==> config.mk <==
export PLATFORM = sky130hd
export DESIGN_NAME = two_cycle_subtractor
export DESIGN_NICKNAME = d
export VERILOG_FILES = /design/src/rtl/two_cycle_subtractor.sv
export SDC_FILE = /design/constraint.sdc
export NUM_CORES = 1
export LEC_CHECK = 0
export ABC_AREA = 0
export CORE_ASPECT_RATIO = 0.6
export CORE_MARGIN = 2
export CORE_UTILIZATION = 48
export CTS_CLUSTER_DIAMETER = 100
export DETAILED_ROUTE_END_ITERATION = 10
export GPL_ROUTABILITY_DRIVEN = 0
export MAX_ROUTING_LAYER = met4
export PLACE_DENSITY = 0.77
export SLEW_MARGIN = 15
export SYNTH_ARGS = -nofsm -noshare
export SYNTH_HDL_FRONTEND = slang
export SYNTH_SLANG_ARGS = --single-unit
==> constraint.sdc <==
create_clock -name clk_i -period 2.85 [get_ports clk_i]
set_input_delay 0.57 -clock clk_i [delete_from_list [all_inputs] [get_ports clk_i]]
set_output_delay 0.57 -clock clk_i [all_outputs]
set_load 0.03 [all_outputs]
==> src/rtl/two_cycle_subtractor.sv <==
// Two-stage unsigned subtractor: low half on the first stage edge, high half plus
// borrow/zero flags on the second, so no borrow chain spans the full operand width.
//
// state      | meaning
// IDLE       | ready_o high, waiting for valid_i
// LOW_STAGE  | operands held, low half being subtracted
// HIGH_STAGE | high half and flags being resolved, valid_o follows
module two_cycle_subtractor #(
    parameter int WIDTH    = 32,
    parameter int LO_WIDTH = 16
) (
    input  logic             clk_i,
    input  logic             rst_i,
    input  logic [WIDTH-1:0] a_i,
    input  logic [WIDTH-1:0] b_i,
    input  logic             valid_i,
    output logic             ready_o,
    output logic             valid_o,
    output logic [WIDTH-1:0] res_o,
    output logic             borrow_o,
    output logic             zero_o
);
    localparam int HI_WIDTH = WIDTH - LO_WIDTH;

    typedef enum logic [2:0] {
        IDLE       = 3'b001,
        LOW_STAGE  = 3'b010,
        HIGH_STAGE = 3'b100
    } state_t;

    state_t state, state_next;
    logic   accept;

    logic [WIDTH-1:0]  a_q, b_q;
    logic              lo_borrow;
    logic [LO_WIDTH:0] diff_lo;
    logic [HI_WIDTH:0] diff_hi;

    always_ff @(posedge clk_i) begin
        if (rst_i) state <= IDLE;
        else       state <= state_next;
    end

    always_comb begin
        state_next = state;
        ready_o    = 1'b0;
        accept     = 1'b0;
        case (state)
            IDLE: begin
                ready_o = 1'b1;
                if (valid_i) begin
                    accept     = 1'b1;
                    state_next = LOW_STAGE;
                end
            end
            LOW_STAGE:  state_next = HIGH_STAGE;
            HIGH_STAGE: state_next = IDLE;
            default:    state_next = IDLE;
        endcase
    end

    // Extra top bit of each difference is the borrow out of that half.
    assign diff_lo = {1'b0, a_q[LO_WIDTH-1:0]} - {1'b0, b_q[LO_WIDTH-1:0]};
    assign diff_hi = {1'b0, a_q[WIDTH-1:LO_WIDTH]} - {1'b0, b_q[WIDTH-1:LO_WIDTH]}
                     - {{HI_WIDTH{1'b0}}, lo_borrow};

    always_ff @(posedge clk_i) begin
        if (rst_i) begin
            a_q       <= '0;
            b_q       <= '0;
            lo_borrow <= 1'b0;
            res_o     <= '0;
            borrow_o  <= 1'b0;
            zero_o    <= 1'b0;
            valid_o   <= 1'b0;
        end else begin
            valid_o <= 1'b0;
            if (accept) begin
                a_q <= a_i;
                b_q <= b_i;
            end
            if (state == LOW_STAGE) begin
                res_o[LO_WIDTH-1:0] <= diff_lo[LO_WIDTH-1:0];
                lo_borrow           <= diff_lo[LO_WIDTH];
            end
            if (state == HIGH_STAGE) begin
                res_o[WIDTH-1:LO_WIDTH] <= diff_hi[HI_WIDTH-1:0];
                borrow_o                <= diff_hi[HI_WIDTH];
                zero_o                  <= (diff_hi[HI_WIDTH-1:0] == '0) &&
                                           (res_o[LO_WIDTH-1:0] == '0);
                valid_o                 <= 1'b1;
            end
        end
    end
endmodule

**After elaboration in Yosys (flattened, before gate mapping)**

Index checks and enable logic that the tools add are counted.

- $add $sub $neg: 3
- Equal/unequal tests: 4
- Multiplexer cells: 6
- Reduce and logical (&&, ||, !) cells: 3

Operators by type and width:

| kind | count |
|---|---|
| $sub A16 B16 Y17 | 2 |
| $logic_not A16 Y1 | 2 |
| $sub A17 B1 Y17 | 1 |
| $pmux W3 S2 | 1 |
| $mux W1 | 4 |
| $eq A3 B1 Y1 const B | 1 |
| $eq A3 B2 Y1 const B | 1 |
| $eq A3 B3 Y1 const B | 1 |
| $mux W3 | 1 |
| $ne A2 B2 Y1 const B | 1 |
| $logic_and A1 B1 Y1 | 1 |

- Register bits after elaboration: 103
- Input port bits: 67
- Output and inout port bits: 36
- Word-level logic and storage cells: 25

**Depth between registers and ports, before layout**

Gate-level depths: netlist (run 1).

- Word-level depth: 4
- Mapped depth: 12
- Depth with buffers taken out: 12

**Worst setup path before layout (run 1)**

Ideal clock, no wire load.

- Path type: register -> register
- From: reg b_q[16]
- To: reg zero_o
- Library setup time: 0.084 ns
- Data arrival time: 2.858 ns
- Data required time: 2.766 ns
- Setup slack: -0.092 ns
- Cell stages (with the launch flop): 13
- Path buffers: 0
- Period minus slack after synthesis: 2.942 ns
- Cell sequence: dfxtp_1 inv_1 fa_1 inv_1 ha_1 o21ai_1 nand3b_1 xor2_1 or4_1 or4_1 nor4_2 nand4_1 o31ai_2

- Word-level cells in the longest chain between the ends: 4

RTL lines:

| item | line | text |
|---|---|---|
| from (decl) | 34 | `logic [WIDTH-1:0] a_q, b_q;` |
| from (signal assigned) | 80 | `b_q <= b_i;` |
| $sub A16 B16 Y17 | 64 | `assign diff_hi = {1'b0, a_q[WIDTH-1:LO_WIDTH]} - {1'b0, b_q[WIDTH-1:LO_WIDTH]}` |
| $sub A17 B1 Y17 | 65 | `- {{HI_WIDTH{1'b0}}, lo_borrow};` |
| $logic_not A16 Y1 | 89 | `zero_o <= (diff_hi[HI_WIDTH-1:0] == '0) &&` |
| $logic_and A1 B1 Y1 | 89 |  |
| to (signal assigned) | 89 |  |
| to (decl) | 21 | `output logic zero_o` |

Every way passes these cells.
A chain may end at the register's enable or synchronous reset.

**Final worst setup path (run 1)**

Same ends and word-level chain as after synthesis.

==> results.tsv, run 1 <==
metric	value	unit
Ports	103	
WHS	0.455	ns
Placed Area	6660	um^2
Cell Rows	30	
Clock transition at path regs	0.07	ns
Final Max Tran Viols	0	
Nets	926	
vias	5193	
Placed Cells	935	
CP max stage cell	fa_2	
vias in the first global route	4898	
GR Util All Layers	0.240	
Hold WC Path Type	flop to flop	
Synth Area per Inst	7.73	um^2
predominant post-synthesis flop cell	dfxtp_1	
Largest stage delay, worst path	0.54	ns
IO buf count	102	
critical path class	flop to flop	
routed wire length	15100	um
worst ir drop on vdd	0.328	mV
hold depth	2	
CP max FO	2	
DRC	0	
starting density of the core	0.488	
detailed-placement wirelength estimate	10200	um
Worst setup SP type	flop	
setup TNS	-0.962	ns
first-iteration detailed-routing DRC count	465	
non-filler cells, final	958	
Final ANT Viol Nets	0	
WP data arrival	3.55	ns
Synth warnings	0	
R2R Path End	zero_o$_SDFFE_PP0P_	
Pleak	2.85	nW
Pre-antenna DRT Iters	5	
asr flop ratio synth	0	
n_diodes	0	
CTS tree	done	
CP Capture Type	flop	
WL/cell	15.8	um
post-synth cell types	53	
flop2flop setup slack	-0.43	ns
Req. time, crit path	3.12	ns
final hold violations	0	
Worst slew margin	0.257	
critical register-to-register path startpoint	b_q[16]$_SDFFE_PP0P_	
failing checks	setup timing	
compound-cell area share of the yosys netlist	0.179	
clk root buf	clkbuf_16	
Clock Tree Buf Depth	2	
hold path startpoint	a_q[26]$_SDFFE_PP0P_	
# fillers	902	
largest net degree at the start of global routing	107	
final setup fails	6	
Mapped Cells	707	
maximum clock frequency	305	MHz
Adder-Cell Fraction of Synth Area	0.116	
initial antenna violation count	0	
DR vias/cell	5.42	
worst-path cell chain	inv_2 > fa_2 > inv_2 > fa_2 > nor4b_4 > nand4_1 > or3_1 > or4_1 > or4_4 > nor4_4 > nand4_1 > o31ai_2	
CTS buffer count	9	
mapped cell area	5460	um^2
first-pass GRT wire length	22900	um
core area	11200	um^2
xor/xnor share of the synthesized area	0.0286	
WHS Endpoint	a_q[26]$_SDFFE_PP0P_	
final worst path period share	1.15	
Post-synth EDFFs	0	
unrepaired setup endpoints after global routing	true	
status	complete, but fails checks	
share of cells above drive strength 1	0.108	
Bufs and invs on worst path	2	
Syn Nets	823	
synthesis-to-layout area growth	32.8	%
PwrDens	566	nW/um^2
H-tree levels	3	
Worst-Margin Slew	1.11	ns
mux cell area share after synthesis	0.00183	
CTS Hold Buffers Added	0	
Die Width	142	um
max cap viols	0	
Post-Synth Simple-Gate Area	0.221	
die height	86.6	um
Clock Skews	0.00593	ns
Final WS setup	-0.431	ns
die area	12300	um^2
clock sinks	103	
register bit total from synthesis	103	
Worst-Skew Late Latency	0.35	ns
grt ovf	0	
FF-to-FF path depth	12	
Largest delay share family, worst path	simple AND/OR/NAND/NOR gates	
post-synthesis sequential area ratio	0.377	
largest family of logic cells by synthesized area	simple AND/OR/NAND/NOR gates	
min cycle time layout	3.28	ns
final instance area	7250	um^2
==> timing repair <==
item                       CTS  global route
pin swaps                    4            25
setup buffers                1            11
gates resized for setup     11            48
setup endpoints to repair    5            12
==> Yosys cell counts, types with 2 or more instances <==
cell	count	share of area
nor4_1	2	0.0023
nor2b_1	5	0.0057
a21o_1	6	0.0082
o21bai_1	2	0.0027
xor2_1	7	0.011
a21boi_0	3	0.0041
o21a_1	3	0.0041
o2111ai_1	2	0.0032
or4_1	2	0.0027
o211ai_1	3	0.0041
nand2b_1	3	0.0034
inv_1	70	0.048
and2_1	6	0.0069
clkbuf_1	29	0.020
nand3_1	4	0.0037
clkbuf_8	2	0.0050
nor3_1	8	0.0073
nor2_1	33	0.023
nor4_2	3	0.0069
or3_1	9	0.010
nand2_1	174	0.12
dfxtp_1	103	0.38
o21ai_1	2	0.0018
o31a_1	3	0.0048
or2_2	2	0.0023
o31ai_2	2	0.0046
a21oi_1	102	0.093
a31oi_1	2	0.0023
a2111oi_0	2	0.0032
and3_1	4	0.0046
xnor2_1	9	0.014
o21ai_0	14	0.013
nand4_1	3	0.0034
ha_1	46	0.11
nand3b_1	8	0.011
fa_1	3	0.011
a211oi_1	9	0.012
nor4b_2	2	0.0055
==> worst max-delay path by stage <==
stage,startpoint,end,slack [ns],cells after the start
after floorplan,b_q[16]$_SDFFE_PP0P_,zero_o$_SDFFE_PP0P_,-0.04,12
after global placement,b_q[16]$_SDFFE_PP0P_,zero_o$_SDFFE_PP0P_,-0.26,12
after detailed placement,b_q[16]$_SDFFE_PP0P_,zero_o$_SDFFE_PP0P_,-0.45,12
after CTS,b_q[16]$_SDFFE_PP0P_,zero_o$_SDFFE_PP0P_,-0.42,12
after global routing,b_q[16]$_SDFFE_PP0P_,zero_o$_SDFFE_PP0P_,-0.54,12
final,b_q[16]$_SDFFE_PP0P_,zero_o$_SDFFE_PP0P_,-0.43,12
==> per-layer routing <==
metal / track usage / vias to the layer above / part of all wire
met4: 0.0773 / 0 / 0.019
met1: 0.326 / 2401 / 0.47
li1: - / 2550 / -
met3: 0.0514 / 33 / 0.066
met2: 0.359 / 209 / 0.44
met5: - / - / 0
==> worst reg2reg max path: stages (launching register included) <==
cell and delay [ns]:
dfxtp_2 0.33, inv_2 0.06, fa_2 0.23, inv_2 0.04, fa_2 0.54, nor4b_4 0.21
nand4_1 0.12, or3_1 0.32, or4_1 0.41, or4_4 0.44, nor4_4 0.18, nand4_1 0.15
o31ai_2 0.18
==> report_power, final <==
group | total, W | switching (W) | internal [W]
clock network | 0.00110 | 0.000513 | 0.000584
registers | 0.00156 | 0.0000458 | 0.00151
logic | 0.00145 | 0.000791 | 0.000659
total | 0.00410 | 0.00135 | 0.00275
==> cells by family (layout without fill, tap and decap cells) <==
logic type / count (synthesis) / count (layout)
AND/OR/NAND/NOR: 270 / 270
multiplexers: 1 / 1
AO/OA/AOI/OAI: 164 / 164
XOR/XNOR: 17 / 17
adder cells (fa/ha/maj): 49 / 49
flip-flops: 103 / 103
buffers and inverters: 103 / 210
==> state kept, by name, indices dropped and copies added, names as in the netlist <==
signal and cells:
res_o 32, lo_borrow 1, state 3, b_q 32, a_q 32, zero_o 1
valid_o 1, borrow_o 1
==> stage by stage <==
step | util | power, W | setup WS, ns
finish | 0.649 | 0.00410 | -0.431
global route | 0.649 | 0.00431 | -0.540
CTS | 0.625 | 0.00389 | -0.424
detailed placement | 0.595 | 0.00274 | -0.446
global placement | 0.595 | 0.00267 | -0.256
floorplan | - | 0.00237 | -0.0409
==> cell type report <==
| cell class | count | area, um^2 | area share |
|---|---|---|---|
| Clock buffer | 11 | 233 | 0.0321 |
| Clock inverter | 4 | 23.8 | 0.00328 |
| Inverter | 70 | 263 | 0.0362 |
| Multi-Input combinational cell | 501 | 3250 | 0.448 |
| Sequential cell | 103 | 2070 | 0.285 |
| Tap cell | 144 | 180 | 0.0248 |
| Timing Repair Buffer | 125 | 1240 | 0.171 |
==> cells in the final DEF, fill, tap and decap left out, types with 3 or more instances in the layout <==
master / Yosys / final
a2111oi_4: 0 / 3
a211oi_1: 9 / 9
a21o_1: 6 / 6
a21oi_1: 102 / 98
a21oi_2: 1 / 5
and2_1: 6 / 5
and3_1: 4 / 4
buf_4: 0 / 16
buf_6: 1 / 6
clkbuf_16: 0 / 9
clkdlybuf4s50_1: 0 / 101
clkinv_2: 0 / 3
dfxtp_1: 103 / 99
dfxtp_2: 0 / 4
ha_1: 46 / 42
ha_4: 0 / 4
inv_1: 70 / 66
inv_2: 0 / 4
nand2_1: 174 / 172
nand2b_1: 3 / 3
nand3_1: 4 / 4
nand3b_1: 8 / 8
nand4_1: 3 / 3
nor2_1: 33 / 32
nor2b_1: 5 / 5
nor3_1: 8 / 5
o211ai_1: 3 / 3
o21a_1: 3 / 3
o21ai_0: 14 / 13
o31a_1: 3 / 3
or3_1: 9 / 9
xnor2_1: 9 / 5
xnor2_2: 1 / 5
xor2_1: 7 / 7
(Power assumes the default switching activity.)
==> run 2: changes to the inputs <==
- CORE_UTILIZATION: 48 -> 45
- PLACE_DENSITY: 0.77 -> 0.74
- SLEW_MARGIN: 15 -> 5
==> results.tsv, run 2 (synthesis results as in run 1) <==
metric	value	unit	change
largest registers	a_q x32, b_q x32, res_o x32		
worst-path cell chain	inv_2 > fa_2 > inv_1 > fa_1 > nor4b_4 > nand4_1 > or3_4 > or4_4 > or4_4 > nor4_4 > nand4_1 > o31ai_2		
CTS buffer count	9		unchanged
DR vias/cell	5.23		-3.5%
FF-to-FF path depth	12		unchanged
Setup WS pre-CTS	-0.330	ns	+0.116 ns
commonest non-fill, non-tap cell in the layout	nand2_1		
status	complete, but fails checks		
Net Sw Power	0.00138	W	+2.4%
final hold violations	0		unchanged
Worst-Margin Slew	1.05	ns	-0.0668 ns
synthesis-to-layout area growth	33.7	%	
overall power	0.00433	W	+5.6%
starting density of the core	0.457		-0.0311
Hold WC Path Type	flop to flop		
Worst slew margin	0.301		+0.0445
met1 Use GR	0.328		+0.00180
clock sinks	103		unchanged
CP max FO	2		unchanged
Req. time, crit path	3.11	ns	about the same
WP data arrival	3.63	ns	+0.08 ns
vias in the first global route	4603		-6.0%
H-tree levels	3		unchanged
Worst setup SP type	flop		
switching share of power	0.319		-0.00987
clk root buf	clkbuf_16		
WL/cell	15.3	um	-3.0%
Clock Tree Buf Depth	2		unchanged
die area	13100	um^2	+6.4%
min cycle time layout	3.36	ns	+0.0827 ns
share of power burned in registers	0.359		-0.020
n_diodes	0		unchanged
IO buf count	102		unchanged
max cap viols	0		unchanged
CTS tree	done		
Final ANT Viol Nets	0		unchanged
CP Capture Type	flop		
flop2flop setup slack	-0.51	ns	-0.08 ns
GR Util met2	0.330		-0.0290
Cell Rows	31		+3.3%
Ports	103		unchanged
unrepaired setup endpoints after global routing	true		
Pleak	2.86	nW	+0.36%
# fillers	1070		+19%
PwrDens	593	nW/um^2	+4.8%
Final WS setup	-0.513	ns	-0.0827 ns
Final Max Tran Viols	0		unchanged
vias	5134		-1.1%
grt ovf	0		unchanged
DRC	0		unchanged
Pre-antenna DRT Iters	7		+2
Nets	927		+0.11%
largest net degree at the start of global routing	107		unchanged
Clock transition at path regs	0.07	ns	about the same
Worst-Skew Late Latency	0.35	ns	about the same
WHS	0.456	ns	+0.00140 ns
failing checks	setup timing		
final setup fails	5		-1
die height	89.4	um	+3.1%
share of cells above drive strength 1	0.108		-0.000265
most frequent cells in the layout	nand2_1 (173), clkdlybuf4s50_1 (101), dfxtp_1 (100)		
final worst path period share	1.18		+0.0290
detailed-placement wirelength estimate	11000	um	+7.6%
clock share of power	0.307		+0.040
Largest stage delay, worst path	0.52	ns	-0.02 ns
Clock Skews	0.00854	ns	+0.00261 ns
CP max stage cell	fa_1		
routed wire length	15000	um	-0.68%
first-iteration detailed-routing DRC count	380		-18%
first-pass GRT wire length	22900	um	about the same
initial antenna violation count	0		unchanged
hold depth	2		unchanged
Global Route met3 Usage	0.0515		+0.000149
GR Util All Layers	0.228		-0.0120
Die Width	146	um	+3.2%
core area	11900	um^2	+6.8%
critical path class	flop to flop		
layer carrying the most global-route usage	met2		
worst ir drop on vdd	0.297	mV	-9.6%
Gate power share	0.334		-0.019
maximum clock frequency	297	MHz	-2.5%
Pint	0.00295	W	+7.1%
CTS Hold Buffers Added	0		unchanged
run 2: cell count changes in the layout (fill, tap and decap cells not counted), sizes merged:
cell / before / now
clkinvlp: 0 / 1
buf: 24 / 25
clkinv: 4 / 2
bufinv: 0 / 2
run 2: layout make-up:
class | count | area, um^2 | share of cell area
Timing Repair Buffer | 126 | 1220 | 0.167
Sequential cell | 103 | 2070 | 0.283
Inverter | 70 | 263 | 0.0360
Tap cell | 165 | 206 | 0.0283
Clock inverter | 5 | 81.3 | 0.0111
Clock buffer | 11 | 243 | 0.0332
Multi-Input combinational cell | 501 | 3230 | 0.442
run 2: metal layers:
metal	vias up	share of wire	wire, um
met3	9	0.085	1270
met1	2360	0.49	7420
li1	2559	-	-
met4	0	0.0044	66
met5	-	0	0
met2	206	0.42	6280
run 2: repair_timing:
item,CTS,global route
resized for setup,12,37
setup endpoints to repair,6,11
buffers inserted,1,8
pin swaps,6,20
run 2: power groups by stage:
stage	registers (W)	logic [W]	clock network, W
2_1_floorplan	0.00159	0.000783	0
3_3_place_gp	0.00158	0.00113	0
3_5_place_dp	0.00159	0.00117	0
4_1_cts	0.00155	0.00123	0.00135
5_1_grt	0.00156	0.00155	0.00141
6_report	0.00156	0.00145	0.00133
run 2: worst max-delay path: cells and delay by family, from the launching register on:
kind                     cells  cell delay (ns)
AND/OR/NAND/NOR              7             1.92
adder cells (fa/ha/maj)      2             0.74
flip-flops                   1             0.33
AO/OA/AOI/OAI                1             0.18
buffers and inverters        2             0.11
run 2: final timing paths:
| path | start | to |
|---|---|---|
| max | lo_borrow$_SDFFE_PP0P_ | zero_o$_SDFFE_PP0P_ |
| min | b_q[10]$_SDFFE_PP0P_ | b_q[10]$_SDFFE_PP0P_ |
| max reg2reg | lo_borrow$_SDFFE_PP0P_ | zero_o$_SDFFE_PP0P_ |
| min reg2reg | b_q[10]$_SDFFE_PP0P_ | b_q[10]$_SDFFE_PP0P_ |
run 2: metrics by stage:
| stage | cell area [um^2] | TNS, ns | cells | util |
|---|---|---|---|---|
| global route | 7310 | -2.37 | 981 | 0.612 |
| detailed placement | 6680 | -0.958 | 957 | 0.559 |
| CTS | 7070 | -0.392 | 973 | 0.592 |
| finish | 7310 | -1.66 | 981 | 0.612 |
| global placement | 6680 | -0.474 | 957 | 0.559 |
| floorplan | 5470 | -0.0409 | 707 | - |
==> run 3: changes to the inputs <==
- CORE_MARGIN: 2 -> unset
==> results.tsv, run 3 (synthesis results as in run 1) <==
metric	value	unit	change
status	complete, but fails checks		
grt ovf	0		unchanged
Clock Skews	0.00510	ns	-0.00344 ns
Die Width	144	um	-1.4%
Worst-Skew Late Latency	0.35	ns	about the same
Req. time, crit path	3.12	ns	about the same
die area	12600	um^2	-3.6%
non-filler cells, final	972		-0.92%
final setup fails	4		-1
first-iteration detailed-routing DRC count	281		-26%
Worst setup SP type	flop		
final instance area	7240	um^2	-0.98%
failing checks	setup timing		
WL/cell	14.4	um	-6.0%
Net Sw Power	0.00133	W	-3.9%
Final Max Tran Viols	0		unchanged
vias	5003		-2.6%
Setup WS pre-CTS	-0.421	ns	-0.0914 ns
Largest stage delay, worst path	0.54	ns	+0.02 ns
CTS buffer count	9		unchanged
max cap viols	0		unchanged
Gate power share	0.333		about the same
H-tree levels	3		unchanged
Worst-Margin Slew	1.08	ns	+0.0353 ns
core area	11600	um^2	-3.2%
WP data arrival	3.53	ns	-0.10 ns
largest net degree at the start of global routing	107		unchanged
DRC	0		unchanged
Pre-antenna DRT Iters	5		-2
worst-path cell chain	inv_2 > fa_2 > inv_2 > fa_2 > nor4b_4 > nand4_1 > or3_1 > or4_1 > or4_4 > nor4_4 > nand4_1 > o31ai_2		
Final ANT Viol Nets	0		unchanged
GR Util All Layers	0.236		+0.00768
min cycle time layout	3.26	ns	-0.101 ns
switching share of power	0.323		+0.00406
detailed-placement wirelength estimate	9960	um	-9.0%
# fillers	1003		-6.3%
final hold violations	0		unchanged
DR vias/cell	5.15		-1.6%
CTS tree	done		
maximum clock frequency	307	MHz	+3.1%
CP Capture Type	flop		
Pleak	2.82	nW	-1.4%
Final WS setup	-0.412	ns	+0.101 ns
Worst slew margin	0.278		-0.0235
clk root buf	clkbuf_16		
worst ir drop on vdd	0.294	mV	-0.81%
share of power burned in registers	0.378		+0.019
largest registers	a_q x32, b_q x32, res_o x32		
critical path class	flop to flop		
setup TNS	-0.830	ns	+0.828 ns
vias in the first global route	4589		-0.30%
CTS Hold Buffers Added	0		unchanged
die height	87.4	um	-2.2%
Pint	0.00278	W	-5.7%
Clock transition at path regs	0.07	ns	about the same
Ports	103		unchanged
synthesis-to-layout area growth	32.4	%	
final worst path period share	1.14		-0.0356
CP max FO	2		unchanged
CP max stage cell	fa_2		
Hold WC Path Type	flop to flop		
routed wire length	14000	um	-6.8%
Nets	923		-0.43%
Placed Area	6660	um^2	-0.17%
PwrDens	568	nW/um^2	-4.2%
share of cells above drive strength 1	0.103		-0.00439
starting density of the core	0.473		+0.0152
Clock Tree Buf Depth	2		unchanged
commonest non-fill, non-tap cell in the layout	nand2_1		
unrepaired setup endpoints after global routing	true		
n_diodes	0		unchanged
final design utilization	0.626		+0.0142
IO buf count	102		unchanged
first-pass GRT wire length	22300	um	-2.7%
Cell Rows	30		-3.2%
Placed Cells	951		-0.63%
clock sinks	103		unchanged
initial antenna violation count	0		unchanged
clock share of power	0.289		-0.018
most frequent cells in the layout	nand2_1 (173), clkdlybuf4s50_1 (101), a21oi_1 (100)		
-- run 3: path summary, 6_finish.rpt --
path	to	from	slack [ns]	cells past startpoint
worst max-delay path	zero_o$_SDFFE_PP0P_	b_q[16]$_SDFFE_PP0P_	-0.41	12
worst min-delay path	b_q[5]$_SDFFE_PP0P_	b_q[5]$_SDFFE_PP0P_	0.45	2
worst max register to register	zero_o$_SDFFE_PP0P_	b_q[16]$_SDFFE_PP0P_	-0.41	12
worst min register to register	b_q[5]$_SDFFE_PP0P_	b_q[5]$_SDFFE_PP0P_	0.45	2
-- run 3: cell type report --
type | count | area, um^2 | share of cell area
clock buffer | 11 | 253 | 0.0349
clock inverter | 5 | 32.5 | 0.00450
inverter | 70 | 263 | 0.0363
multi-input combinational | 501 | 3210 | 0.444
sequential | 103 | 2070 | 0.286
tap | 160 | 200 | 0.0277
timing repair buffer | 122 | 1210 | 0.167
-- run 3: metal layers --
layer | global-route usage | part of all wire
met5 | - | 0
met2 | 0.336 | 0.41
met3 | 0.0605 | 0.072
met1 | 0.327 | 0.51
met4 | 0.0632 | 0.012
-- run 3: critical path, delay by kind of cell (launching register included) --
kind,cells,cell delay [ns]
buffers and inverters,2,0.09
DFF,1,0.33
and+or+nand+nor,7,1.83
adders and majority gates,2,0.74
AOI/OAI and AO/OA,1,0.19
-- run 3: per-stage QoR --
step / hold slack (ns) / power (W)
after floorplan: 0.436 / 0.00237
after global placement: 0.446 / 0.00269
after detailed placement: 0.448 / 0.00273
after CTS: 0.457 / 0.00400
after global routing: 0.479 / 0.00434
final: 0.455 / 0.00411
-- run 3: timing repair --
item	4_1_cts	5_1_grt
cloned	0	0
pin swaps	11	17
gates resized for setup	25	26
setup buffers	4	3
setup endpoints to repair	6	11
-- run 3: power by group through the flow --
stage,registers [W],clock network (W),logic [W]
after floorplan,0.00159,0,0.000783
after detailed placement,0.00159,0,0.00115
final,0.00155,0.00119,0.00137
after global placement,0.00158,0,0.00110
after global routing,0.00156,0.00128,0.00150
after CTS,0.00155,0.00120,0.00124
